[src/rtl/axi4_lite_slave_regfile_if.sv]
// AXI4-Lite bus bundle for axi4_lite_slave_regfile.
// The master modport drives requests; the slave modport is the register file side.
interface axi4_lite_slave_regfile_if #(
  parameter int DATA_WIDTH    = 32,
  parameter int ADDRESS_WIDTH = 32
);
  logic                      awvalid;
  logic                      awready;
  logic [ADDRESS_WIDTH-1:0]  awaddr;
  logic                      wvalid;
  logic                      wready;
  logic [DATA_WIDTH/8-1:0]   wstrb;
  logic [DATA_WIDTH-1:0]     wdata;
  logic                      bvalid;
  logic                      bready;
  logic [1:0]                bresp;
  logic                      arvalid;
  logic                      arready;
  logic [ADDRESS_WIDTH-1:0]  araddr;
  logic                      rvalid;
  logic                      rready;
  logic [DATA_WIDTH-1:0]     rdata;
  logic [1:0]                rresp;

  modport master (
    output awvalid, awaddr, wvalid, wstrb, wdata, bready, arvalid, araddr, rready,
    input  awready, wready, bvalid, bresp, arready, rvalid, rdata, rresp
  );

  modport slave (
    input  awvalid, awaddr, wvalid, wstrb, wdata, bready, arvalid, araddr, rready,
    output awready, wready, bvalid, bresp, arready, rvalid, rdata, rresp
  );
endinterface

[src/rtl/axi4_lite_slave_regfile.sv]
// AXI4-Lite register file responder with NUM_REGS memory-mapped registers.
// Write address and write data are captured independently into holding
// registers; the write commits on the edge where both are held.
// Optional macro AXI_SLAVE_WRCNT_EN: the last register becomes a read-only
// counter of successful (OKAY) write commits.
module axi4_lite_slave_regfile #(
  parameter int                      DATA_WIDTH    = 32,
  parameter int                      ADDRESS_WIDTH = 32,
  parameter int                      NUM_REGS      = 16,
  parameter logic [ADDRESS_WIDTH-1:0] BASE_ADDR    = '0
) (
  input  logic                        clk,
  input  logic                        rst_n,
  axi4_lite_slave_regfile_if.slave    s_axi
);

  localparam int STRB_W   = DATA_WIDTH / 8;
  localparam int ADDR_LSB = $clog2(STRB_W);
  localparam int IDX_W    = $clog2(NUM_REGS);
  localparam logic [ADDRESS_WIDTH-1:0] NUM_REGS_A = ADDRESS_WIDTH'(NUM_REGS);
  localparam logic [IDX_W-1:0]         LAST_IDX   = IDX_W'(NUM_REGS - 1);
  localparam logic [1:0] RESP_OKAY   = 2'b00;
  localparam logic [1:0] RESP_SLVERR = 2'b10;

  // Returns {hit, index}; sub-word address bits are discarded by the shift.
  function automatic logic [IDX_W:0] decode(input logic [ADDRESS_WIDTH-1:0] addr);
    logic [ADDRESS_WIDTH-1:0] word;
    logic                     hit;
    word = (addr - BASE_ADDR) >> ADDR_LSB;
    hit  = (addr >= BASE_ADDR) && (word < NUM_REGS_A);
    return {hit, word[IDX_W-1:0]};
  endfunction

  // Byte-lane merge of new data into an existing register value.
  function automatic logic [DATA_WIDTH-1:0] apply_strb(
    input logic [DATA_WIDTH-1:0] old_v,
    input logic [DATA_WIDTH-1:0] new_v,
    input logic [STRB_W-1:0]     strb
  );
    logic [DATA_WIDTH-1:0] res;
    res = old_v;
    for (int i = 0; i < STRB_W; i++) begin
      if (strb[i]) res[8*i +: 8] = new_v[8*i +: 8];
    end
    return res;
  endfunction

  logic                     live_q, live_d;
  logic                     aw_held_q, aw_held_d;
  logic                     w_held_q, w_held_d;
  logic [ADDRESS_WIDTH-1:0] awaddr_q, awaddr_d;
  logic [DATA_WIDTH-1:0]    wdata_q, wdata_d;
  logic [STRB_W-1:0]        wstrb_q, wstrb_d;
  logic                     bvalid_q, bvalid_d;
  logic [1:0]               bresp_q, bresp_d;
  logic                     rvalid_q, rvalid_d;
  logic [1:0]               rresp_q, rresp_d;
  logic [DATA_WIDTH-1:0]    rdata_q, rdata_d;
  logic [DATA_WIDTH-1:0]    regs_q [NUM_REGS];
  logic [DATA_WIDTH-1:0]    regs_d [NUM_REGS];

  logic             aw_hs, w_hs, ar_hs, commit;
  logic [IDX_W:0]   wr_dec, rd_dec;
  logic             wr_hit, wr_ok, rd_hit;
  logic [IDX_W-1:0] wr_idx, rd_idx;

  assign s_axi.awready = live_q & ~aw_held_q & ~bvalid_q;
  assign s_axi.wready  = live_q & ~w_held_q  & ~bvalid_q;
  assign s_axi.arready = live_q & ~rvalid_q;
  assign s_axi.bvalid  = bvalid_q;
  assign s_axi.bresp   = bresp_q;
  assign s_axi.rvalid  = rvalid_q;
  assign s_axi.rresp   = rresp_q;
  assign s_axi.rdata   = rdata_q;

  assign aw_hs  = s_axi.awvalid & s_axi.awready;
  assign w_hs   = s_axi.wvalid  & s_axi.wready;
  assign ar_hs  = s_axi.arvalid & s_axi.arready;
  assign commit = aw_held_q & w_held_q;

  assign wr_dec = decode(awaddr_q);
  assign wr_hit = wr_dec[IDX_W];
  assign wr_idx = wr_dec[IDX_W-1:0];
  assign rd_dec = decode(s_axi.araddr);
  assign rd_hit = rd_dec[IDX_W];
  assign rd_idx = rd_dec[IDX_W-1:0];

`ifdef AXI_SLAVE_WRCNT_EN
  // The counter register rejects writes, so only other hits succeed.
  assign wr_ok = wr_hit & (wr_idx != LAST_IDX);
`else
  assign wr_ok = wr_hit;
`endif

  // Next-state logic for both channels and the register bank.
  always_comb begin
    live_d    = 1'b1;
    aw_held_d = aw_held_q;
    w_held_d  = w_held_q;
    awaddr_d  = awaddr_q;
    wdata_d   = wdata_q;
    wstrb_d   = wstrb_q;
    bvalid_d  = bvalid_q;
    bresp_d   = bresp_q;
    rvalid_d  = rvalid_q;
    rresp_d   = rresp_q;
    rdata_d   = rdata_q;
    regs_d    = regs_q;

    if (aw_hs) begin
      aw_held_d = 1'b1;
      awaddr_d  = s_axi.awaddr;
    end
    if (w_hs) begin
      w_held_d = 1'b1;
      wdata_d  = s_axi.wdata;
      wstrb_d  = s_axi.wstrb;
    end

    // Readies are low while both are held, so a commit never overlaps a new handshake.
    if (commit) begin
      aw_held_d = 1'b0;
      w_held_d  = 1'b0;
      bvalid_d  = 1'b1;
      bresp_d   = wr_ok ? RESP_OKAY : RESP_SLVERR;
      if (wr_ok) begin
        regs_d[wr_idx] = apply_strb(regs_q[wr_idx], wdata_q, wstrb_q);
`ifdef AXI_SLAVE_WRCNT_EN
        regs_d[LAST_IDX] = regs_q[LAST_IDX] + DATA_WIDTH'(1);
`endif
      end
    end else if (bvalid_q && s_axi.bready) begin
      bvalid_d = 1'b0;
    end

    // Reads sample regs_q, so a same-edge commit is not visible yet.
    if (ar_hs) begin
      rvalid_d = 1'b1;
      rdata_d  = rd_hit ? regs_q[rd_idx] : '0;
      rresp_d  = rd_hit ? RESP_OKAY : RESP_SLVERR;
    end else if (rvalid_q && s_axi.rready) begin
      rvalid_d = 1'b0;
    end
  end

  // State registers; reset discards any in-flight transaction.
  always_ff @(posedge clk or negedge rst_n) begin
    if (!rst_n) begin
      live_q    <= 1'b0;
      aw_held_q <= 1'b0;
      w_held_q  <= 1'b0;
      awaddr_q  <= '0;
      wdata_q   <= '0;
      wstrb_q   <= '0;
      bvalid_q  <= 1'b0;
      bresp_q   <= 2'b00;
      rvalid_q  <= 1'b0;
      rresp_q   <= 2'b00;
      rdata_q   <= '0;
      regs_q    <= '{default: '0};
    end else begin
      live_q    <= live_d;
      aw_held_q <= aw_held_d;
      w_held_q  <= w_held_d;
      awaddr_q  <= awaddr_d;
      wdata_q   <= wdata_d;
      wstrb_q   <= wstrb_d;
      bvalid_q  <= bvalid_d;
      bresp_q   <= bresp_d;
      rvalid_q  <= rvalid_d;
      rresp_q   <= rresp_d;
      rdata_q   <= rdata_d;
      regs_q    <= regs_d;
    end
  end

endmodule

[src/flat_wrapper.sv]
// flat-port wrapper written by rule: the top's interface ports become plain ports
module axi4_lite_slave_regfile_flat 
#(
  parameter int                      DATA_WIDTH    = 32,
  parameter int                      ADDRESS_WIDTH = 32,
  parameter int                      NUM_REGS      = 16,
  parameter logic [ADDRESS_WIDTH-1:0] BASE_ADDR    = '0
)
  (clk, rst_n, s_axi_awvalid, s_axi_awaddr, s_axi_wvalid, s_axi_wstrb, s_axi_wdata, s_axi_bready, s_axi_arvalid, s_axi_araddr, s_axi_rready, s_axi_awready, s_axi_wready, s_axi_bvalid, s_axi_bresp, s_axi_arready, s_axi_rvalid, s_axi_rdata, s_axi_rresp);
  axi4_lite_slave_regfile_if #(.DATA_WIDTH(DATA_WIDTH), .ADDRESS_WIDTH(ADDRESS_WIDTH)) s_axi_i ();
  input  logic clk;
  input  logic rst_n;
  input wire logic [$bits(s_axi_i.awvalid)-1:0] s_axi_awvalid;
  input wire logic [$bits(s_axi_i.awaddr)-1:0] s_axi_awaddr;
  input wire logic [$bits(s_axi_i.wvalid)-1:0] s_axi_wvalid;
  input wire logic [$bits(s_axi_i.wstrb)-1:0] s_axi_wstrb;
  input wire logic [$bits(s_axi_i.wdata)-1:0] s_axi_wdata;
  input wire logic [$bits(s_axi_i.bready)-1:0] s_axi_bready;
  input wire logic [$bits(s_axi_i.arvalid)-1:0] s_axi_arvalid;
  input wire logic [$bits(s_axi_i.araddr)-1:0] s_axi_araddr;
  input wire logic [$bits(s_axi_i.rready)-1:0] s_axi_rready;
  output wire logic [$bits(s_axi_i.awready)-1:0] s_axi_awready;
  output wire logic [$bits(s_axi_i.wready)-1:0] s_axi_wready;
  output wire logic [$bits(s_axi_i.bvalid)-1:0] s_axi_bvalid;
  output wire logic [$bits(s_axi_i.bresp)-1:0] s_axi_bresp;
  output wire logic [$bits(s_axi_i.arready)-1:0] s_axi_arready;
  output wire logic [$bits(s_axi_i.rvalid)-1:0] s_axi_rvalid;
  output wire logic [$bits(s_axi_i.rdata)-1:0] s_axi_rdata;
  output wire logic [$bits(s_axi_i.rresp)-1:0] s_axi_rresp;
  assign s_axi_i.awvalid = s_axi_awvalid;
  assign s_axi_i.awaddr = s_axi_awaddr;
  assign s_axi_i.wvalid = s_axi_wvalid;
  assign s_axi_i.wstrb = s_axi_wstrb;
  assign s_axi_i.wdata = s_axi_wdata;
  assign s_axi_i.bready = s_axi_bready;
  assign s_axi_i.arvalid = s_axi_arvalid;
  assign s_axi_i.araddr = s_axi_araddr;
  assign s_axi_i.rready = s_axi_rready;
  assign s_axi_awready = s_axi_i.awready;
  assign s_axi_wready = s_axi_i.wready;
  assign s_axi_bvalid = s_axi_i.bvalid;
  assign s_axi_bresp = s_axi_i.bresp;
  assign s_axi_arready = s_axi_i.arready;
  assign s_axi_rvalid = s_axi_i.rvalid;
  assign s_axi_rdata = s_axi_i.rdata;
  assign s_axi_rresp = s_axi_i.rresp;
  axi4_lite_slave_regfile #(.DATA_WIDTH(DATA_WIDTH), .ADDRESS_WIDTH(ADDRESS_WIDTH), .NUM_REGS(NUM_REGS), .BASE_ADDR(BASE_ADDR)) u_core (.clk(clk), .rst_n(rst_n), .s_axi(s_axi_i));
endmodule
[config.mk]
export PLATFORM = sky130hd
export DESIGN_NAME = axi4_lite_slave_regfile_flat
export DESIGN_NICKNAME = d
export VERILOG_FILES = /design/src/rtl/axi4_lite_slave_regfile_if.sv /design/src/rtl/axi4_lite_slave_regfile.sv /design/src/flat_wrapper.sv
export SDC_FILE = /design/constraint.sdc
export NUM_CORES = 1
export LEC_CHECK = 0
export CAP_MARGIN = 10
export CELL_PAD_IN_SITES_DETAIL_PLACEMENT = 0
export CELL_PAD_IN_SITES_GLOBAL_PLACEMENT = 1
export CORE_MARGIN = 3
export CORE_UTILIZATION = 47
export DETAILED_ROUTE_END_ITERATION = 8
export DONT_BUFFER_PORTS = 1
export GPL_ROUTABILITY_DRIVEN = 1
export MAX_ROUTING_LAYER = met4
export PLACE_DENSITY_LB_ADDON = 0.1
export SETUP_SLACK_MARGIN = 0.5
export SYNTH_ARGS = -nofsm -noshare
export SYNTH_HDL_FRONTEND = slang
export SYNTH_SLANG_ARGS = --single-unit
[constraint.sdc]
create_clock -name clk -period 2.1 [get_ports clk]
set_input_delay 0.42 -clock clk [delete_from_list [all_inputs] [get_ports clk]]
set_output_delay 0.42 -clock clk [all_outputs]
set_load 0.005 [all_outputs]
* Word-level counts from Yosys, hierarchy flattened *
Cells that the tools add are included.

storage, ports and cells
  input port bits = 107
  output and inout bits = 41
  word-level logic and storage cells = 91
  register bits after elaboration = 621

operators by class
  bitwise gates (word level) = 15
  $lt $le $gt $ge = 7
  mux-type cells = 32
  reduce and logical (&&, ||, !) cells = 10

operator list
  cell                   count
  $bwmux W512            1
  $bmux W32 S4           2
  $mux W32               6
  $demux W32 S4          1
  $mux W8                12
  $ge A32 B1 Y1 const B  2
  $lt A30 B5 Y1 const B  2
  $ge A5 B5 Y1 const B   2
  $not A4 Y5             2
  $and A1 B1 Y1          9
  $mux W1                8
  $reduce_bool A2 Y1     4
  $logic_and A1 B1 Y1    5
  $lt A5 B1 Y1 const B   1
  $mux W2                2
  $not A1 Y1             4
  $reduce_and A2 Y1      1

* Longest topological paths before layout *
  word-level depth = 8
  gate-level depth with buffers = 9
  gate-level depth less buffers = 5

* Least setup slack after synthesis *
No wires, ideal clock.

  path type = in2reg
  start = input port s_axi_araddr[2]
  end = register u_core.rdata_q[22] (netlist: u_core.s_axi.rdata[22])
  stages = 6
  setup time = 0.121 ns
  data required time = 1.979 ns
  setup slack = 0.076 ns
  arrival time = 1.903 ns
  path buffers = 2
  cell sequence = buf_2 -> buf_2 -> mux4_2 -> a22oi_1 -> nand2_1 -> a22o_1

between the ends
  longest elaborated chain between the ends = 5
  elaborated cells on any way between the ends = 8
  those cells by class = order compare (2); mux (4); bitwise (1); reduce/logical (1)

RTL lines
  item                                                   RTL line                        text
  from (decl)                                            flat_wrapper.sv:20              input wire logic [$bits(s_axi_i.araddr)-1:0] s_axi_araddr;
  branches (longest 4 deep; another with $ge A32 B1 Y1)  n/a
  $mux W32 *                                             axi4_lite_slave_regfile.sv:139  rdata_d = rd_hit ? regs_q[rd_idx] : '0;
  to (signal assigned)                                   axi4_lite_slave_regfile.sv:172  rdata_q <= rdata_d;
  to (decl)                                              axi4_lite_slave_regfile.sv:58   logic [DATA_WIDTH-1:0] rdata_q, rdata_d;

Every way passes the cells marked *. The select of a mux whose other input is x is not followed.
A chain may end at the register's enable or synchronous reset.

* Worst setup path after layout *
  start = register u_core.awaddr_q[2]
  end = register u_core.regs_q[260] (netlist bit)

between the ends
  longest elaborated chain between the ends = 8
  elaborated cells on any way between the ends = 17
  those cells by class = order compare (4); mux (9); bitwise (1); reduce/logical (3)

RTL lines
  item                                          RTL line                        text
  from (decl)                                   axi4_lite_slave_regfile.sv:51   logic [ADDRESS_WIDTH-1:0] awaddr_q, awaddr_d;
  from (signal assigned)                        axi4_lite_slave_regfile.sv:165  awaddr_q <= awaddr_d;
  $not A4 Y5 (not written as such)              axi4_lite_slave_regfile.sv:127  regs_d[wr_idx] = apply_strb(regs_q[wr_idx], wdata_q, wstrb_q);
  $bmux W32 S4                                  axi4_lite_slave_regfile.sv:127
  $mux W32 (not written as such) (2 in series)  axi4_lite_slave_regfile.sv:127
  $mux W8                                       axi4_lite_slave_regfile.sv:43   if (strb[i]) res[8*i +: 8] = new_v[8*i +: 8];
  $mux W8                                       axi4_lite_slave_regfile.sv:126  if (wr_ok) begin
  $mux W8                                       axi4_lite_slave_regfile.sv:121  if (commit) begin
  $bwmux W512                                   axi4_lite_slave_regfile.sv:127
  to (signal assigned)                          axi4_lite_slave_regfile.sv:173  regs_q <= regs_d;
  to (decl)                                     axi4_lite_slave_regfile.sv:59   logic [DATA_WIDTH-1:0] regs_q [NUM_REGS];

Parallel ways exist; a longest one is shown, timed or not. The select of a mux whose other input is x is not followed.

==> results.yml <==
logic_synthesis:
  synth_top_family_by_area: "multiplexers"
  ys_seq_area_frac: 0.507
  syn_inst: 2713
  syn_area_sq_mm: 0.0304
  ys_seq_elements: 617
  synth_edf_count: 0
  synth-compound-area-share: 0.154
  yosysWarnings: 0
  synth-main-ff-cell: "dfrtp_1"
  synthAdderAreaFrac: 0
  synth_xor_xnor_area_share: 0
  muxShareOfSynthArea: 0.206
  synth-simple-area-share: 0.0873
  syn_avg_cell_area_sq_um: 11.2
  yosysUniqueCellTypes: 42
  synth_area_leaders: "dfrtp_1 51%, mux4_2 12%, o21ai_0 7.6%"
  async_flop_share: 1.00
  synth_top_cell_area_share: 0.507
  post-synth-top-area-cell: "dfrtp_1"
placement:
  portBuffers: 0
  dpl_worst_slack_ns: -0.232
  place_area_sq_mm: 0.0323
  finalWeightedCongestion: 0.822
  dpl.hpwl_mm: 53.6
clock_tree:
  clockBufferDepth: 3
  numCtsBuffers: 71
  cts_tree: "yes"
  clock_latency_ns: 0.62
  clk_pin_slew_worst_paths_ns: 0.06
  cts-root-buf: "clkbuf_16"
  holdBufCountCts: 69
  clock-sinks: 617
  cts_max_level: 3
power:
  pwr-share-seq: 0.308
  clkPwrFrac: 0.293
  leakage_nw: 16.1
  p_sw_frac: 0.346
  pwr_density_cell_mw_per_mm2: 1140
  combPwrFrac: 0.398
  peakVddDrop_v: 0.000820
  internal_power_w: 0.0283
  power.switching_w: 0.0150
sta:
  worst_slack_ns: -0.0345
  slew_viol_final: 399
  report.final.setup_viol: 36
  slew_headroom: -0.544
  worst_slew_pin_slew_ns: 2.32
  finalCriticalPeriod_ns: 2.13
  finalHoldWorstSlack_ns: -0.473
  period_share: 1.02
  fin_tns_setup_ns: -0.474
  fmax_mhz: 468
  hold_viol: 437
  grt_setup_unrepaired: "yes"
  fin_skew_ns: 0.0283
outcome:
  violations: "hold timing, slew limit, setup timing"
  status: "finished with violations"
floorplan:
  num_rows: 92
  fp.dieW_microns: 260
  die-area_sq_mm: 0.0678
  die_h_microns: 260
  start_util: 0.479
  core_region_area_sq_mm: 0.0635
  ios: 148
grt:
  grt_max_degree: 618
  grt_pass1_wl_mm: 142
  globalRouteOverflowTotal: 0
  grt_pass1_vias: 22800
  grt.total_usage: 0.285
  antenna_found_initial: 0
drt:
  drt_wl_total_mm: 95.6
  drtIter0Drc: 1926
  antenna_left: 0
  vias: 22600
  drcViolationCount: 0
  avgViaCountPerCell: 6.09
  routedWlPerCell_microns: 25.7
  dr.pass1.iters: 5
worst_setup_path:
  crit_top_cell: "buf_12"
  crit_slowest_cell: "dfrtp_4"
  crit_fanout: 8
  crit_required_ns: 2.58
  critPathKind: "reg -> reg"
  arrival_ns: 2.62
  cp_slowest_stage_delay_ns: 0.52
  critPathCaptureType: "flop"
  path_cells: "buf_8 -> buf_12 -> buf_12 -> mux2i_1 -> o22ai_2 -> nor3_4 -> o2bb2ai_4 -> o21ai_0"
  cp-start-kind: "flop"
cells_and_area:
  nets: 2925
  post-route-cell-area_sq_mm: 0.0381
  antenna_cells: 0
  final_util: 0.599
  area_growth_syn_to_layout_pct: 25.1
  layout-drive-gt1-share: 0.286
hold_path:
  hp-class: "in -> async"
flow_run:
  cap_violations: 0
## flip-flops by register name (all words and copies together), names as in the netlist
register,count
u_core.wstrb_q,4
u_core.w_held_q,1
u_core.s_axi.rvalid,1
u_core.wdata_q,32
u_core.s_axi.rresp,1
u_core.awaddr_q,30
u_core.s_axi.bvalid,1
u_core.aw_held_q,1
u_core.regs_q,512
u_core.s_axi.rdata,32
u_core.live_q,1
u_core.s_axi.bresp,1
## area by class of cell
cell class | instances | area (sq um)
timing repair buffer | 279 | 3710
clock inverter | 17 | 236
inverter | 8 | 33.8
sequential | 617 | 15400
fill | 5087 | 25500
tap | 846 | 1060
clock buffer | 108 | 2170
multi-input combinational | 1841 | 15400
## synthesized netlist by cell type (7+ instances only)
library cell and n:
o22ai_1 65, a221oi_1 32, buf_6 16, nor2_1 7
o21ai_0 460, o21ai_2 11, a22oi_1 64, mux2_2 66
nor4_1 11, buf_4 38, o2bb2ai_1 7, inv_1 8
o21ai_1 74, buf_2 47, mux2i_1 192, dfrtp_1 617
nand2_1 547, clkbuf_1 144, mux4_2 160, o2bb2ai_2 25
nand4_2 14, nor3_1 32, a22o_1 32
## logic make-up (layout without fill, tap and decap cells)
family | after synthesis | count (layout)
other | 2 | 3
AO/OA/AOI/OAI | 775 | 785
AND/OR/NAND/NOR | 635 | 635
flip-flops | 617 | 617
multiplexers | 418 | 418
buffers and inverters | 266 | 412
## worst paths after layout
check / cells after the start / slack [ns] / endpoint / start
max: 8 / -0.03 / u_core.regs_q[260]$_DFFE_PN0P_ / u_core.awaddr_q[2]$_DFFE_PN0P_
min: 0 / -0.47 / u_core.s_axi.rdata[7]$_DFFE_PN0P_ / rst_n
max reg2reg: 8 / -0.03 / u_core.regs_q[260]$_DFFE_PN0P_ / u_core.awaddr_q[2]$_DFFE_PN0P_
min reg2reg: 2 / 0.50 / u_core.regs_q[15]$_DFFE_PN0P_ / u_core.regs_q[15]$_DFFE_PN0P_
max in group asynchronous: 0 / 0.76 / u_core.regs_q[378]$_DFFE_PN0P_ / rst_n
min in group clk: 4 / 0.26 / u_core.s_axi.rdata[16]$_DFFE_PN0P_ / s_axi_araddr[3]
## routing by layer
layer	vias up	track usage	part of all wire	routed length [microns]
li1	10200	-	-	-
met1	11500	0.370	0.42	39800
met2	738	0.465	0.50	47600
met3	179	0.0424	0.056	5380
met4	0	0.0910	0.031	2940
met5	-	-	0	0
## cells in the final DEF, fill, tap and decap left out, types with 24 or more instances in the layout
cell type,synthesis,routed
dfrtp_1,617,613
nand2_1,547,546
o21ai_0,460,243
o21ai_1,74,202
mux2i_1,192,172
mux4_2,160,160
o21ai_2,11,93
clkbuf_16,0,88
buf_4,38,74
dlygate4sd3_1,0,69
buf_12,0,69
mux2_2,66,66
a22oi_1,64,64
o22ai_1,65,48
buf_6,16,38
a22o_1,32,32
o2bb2ai_4,0,25
nor3_2,0,24
## critical path: cells and delay by family (launching register included)
| kind | cells | cell delay, ns |
|---|---|---|
| compound gates | 3 | 0.54 |
| flops | 1 | 0.52 |
| simple gates | 1 | 0.30 |
| buf+inv | 3 | 0.45 |
| mux | 1 | 0.20 |
## metrics by stage
stage / total power (W) / instances / hold slack (ns)
final: 0.0433 / 3716 / -0.473
after global routing: 0.0448 / 3716 / -0.504
after CTS: 0.0409 / 3683 / -0.486
after detailed placement: 0.0254 / 3454 / 0.177
after global placement: 0.0252 / 3454 / 0.170
after floorplan: 0.0209 / 2714 / 0.124
## power groups by stage
stage	registers [W]	logic, W	clock network (W)
2_1_floorplan	0.0131	0.00781	0
3_3_place_gp	0.0134	0.0118	0
3_5_place_dp	0.0134	0.0119	0
4_1_cts	0.0133	0.0147	0.0130
5_1_grt	0.0134	0.0179	0.0134
6_report	0.0134	0.0173	0.0127
## timing repair
item	4_1_cts	5_1_grt
pin swaps	17	109
hold endpoints to repair	686	617
endpoints found under the setup margin	595	615
resized for setup	156	363
gates cloned	15	15
setup buffers	20	18
Power figures use the tool's default switching activity.
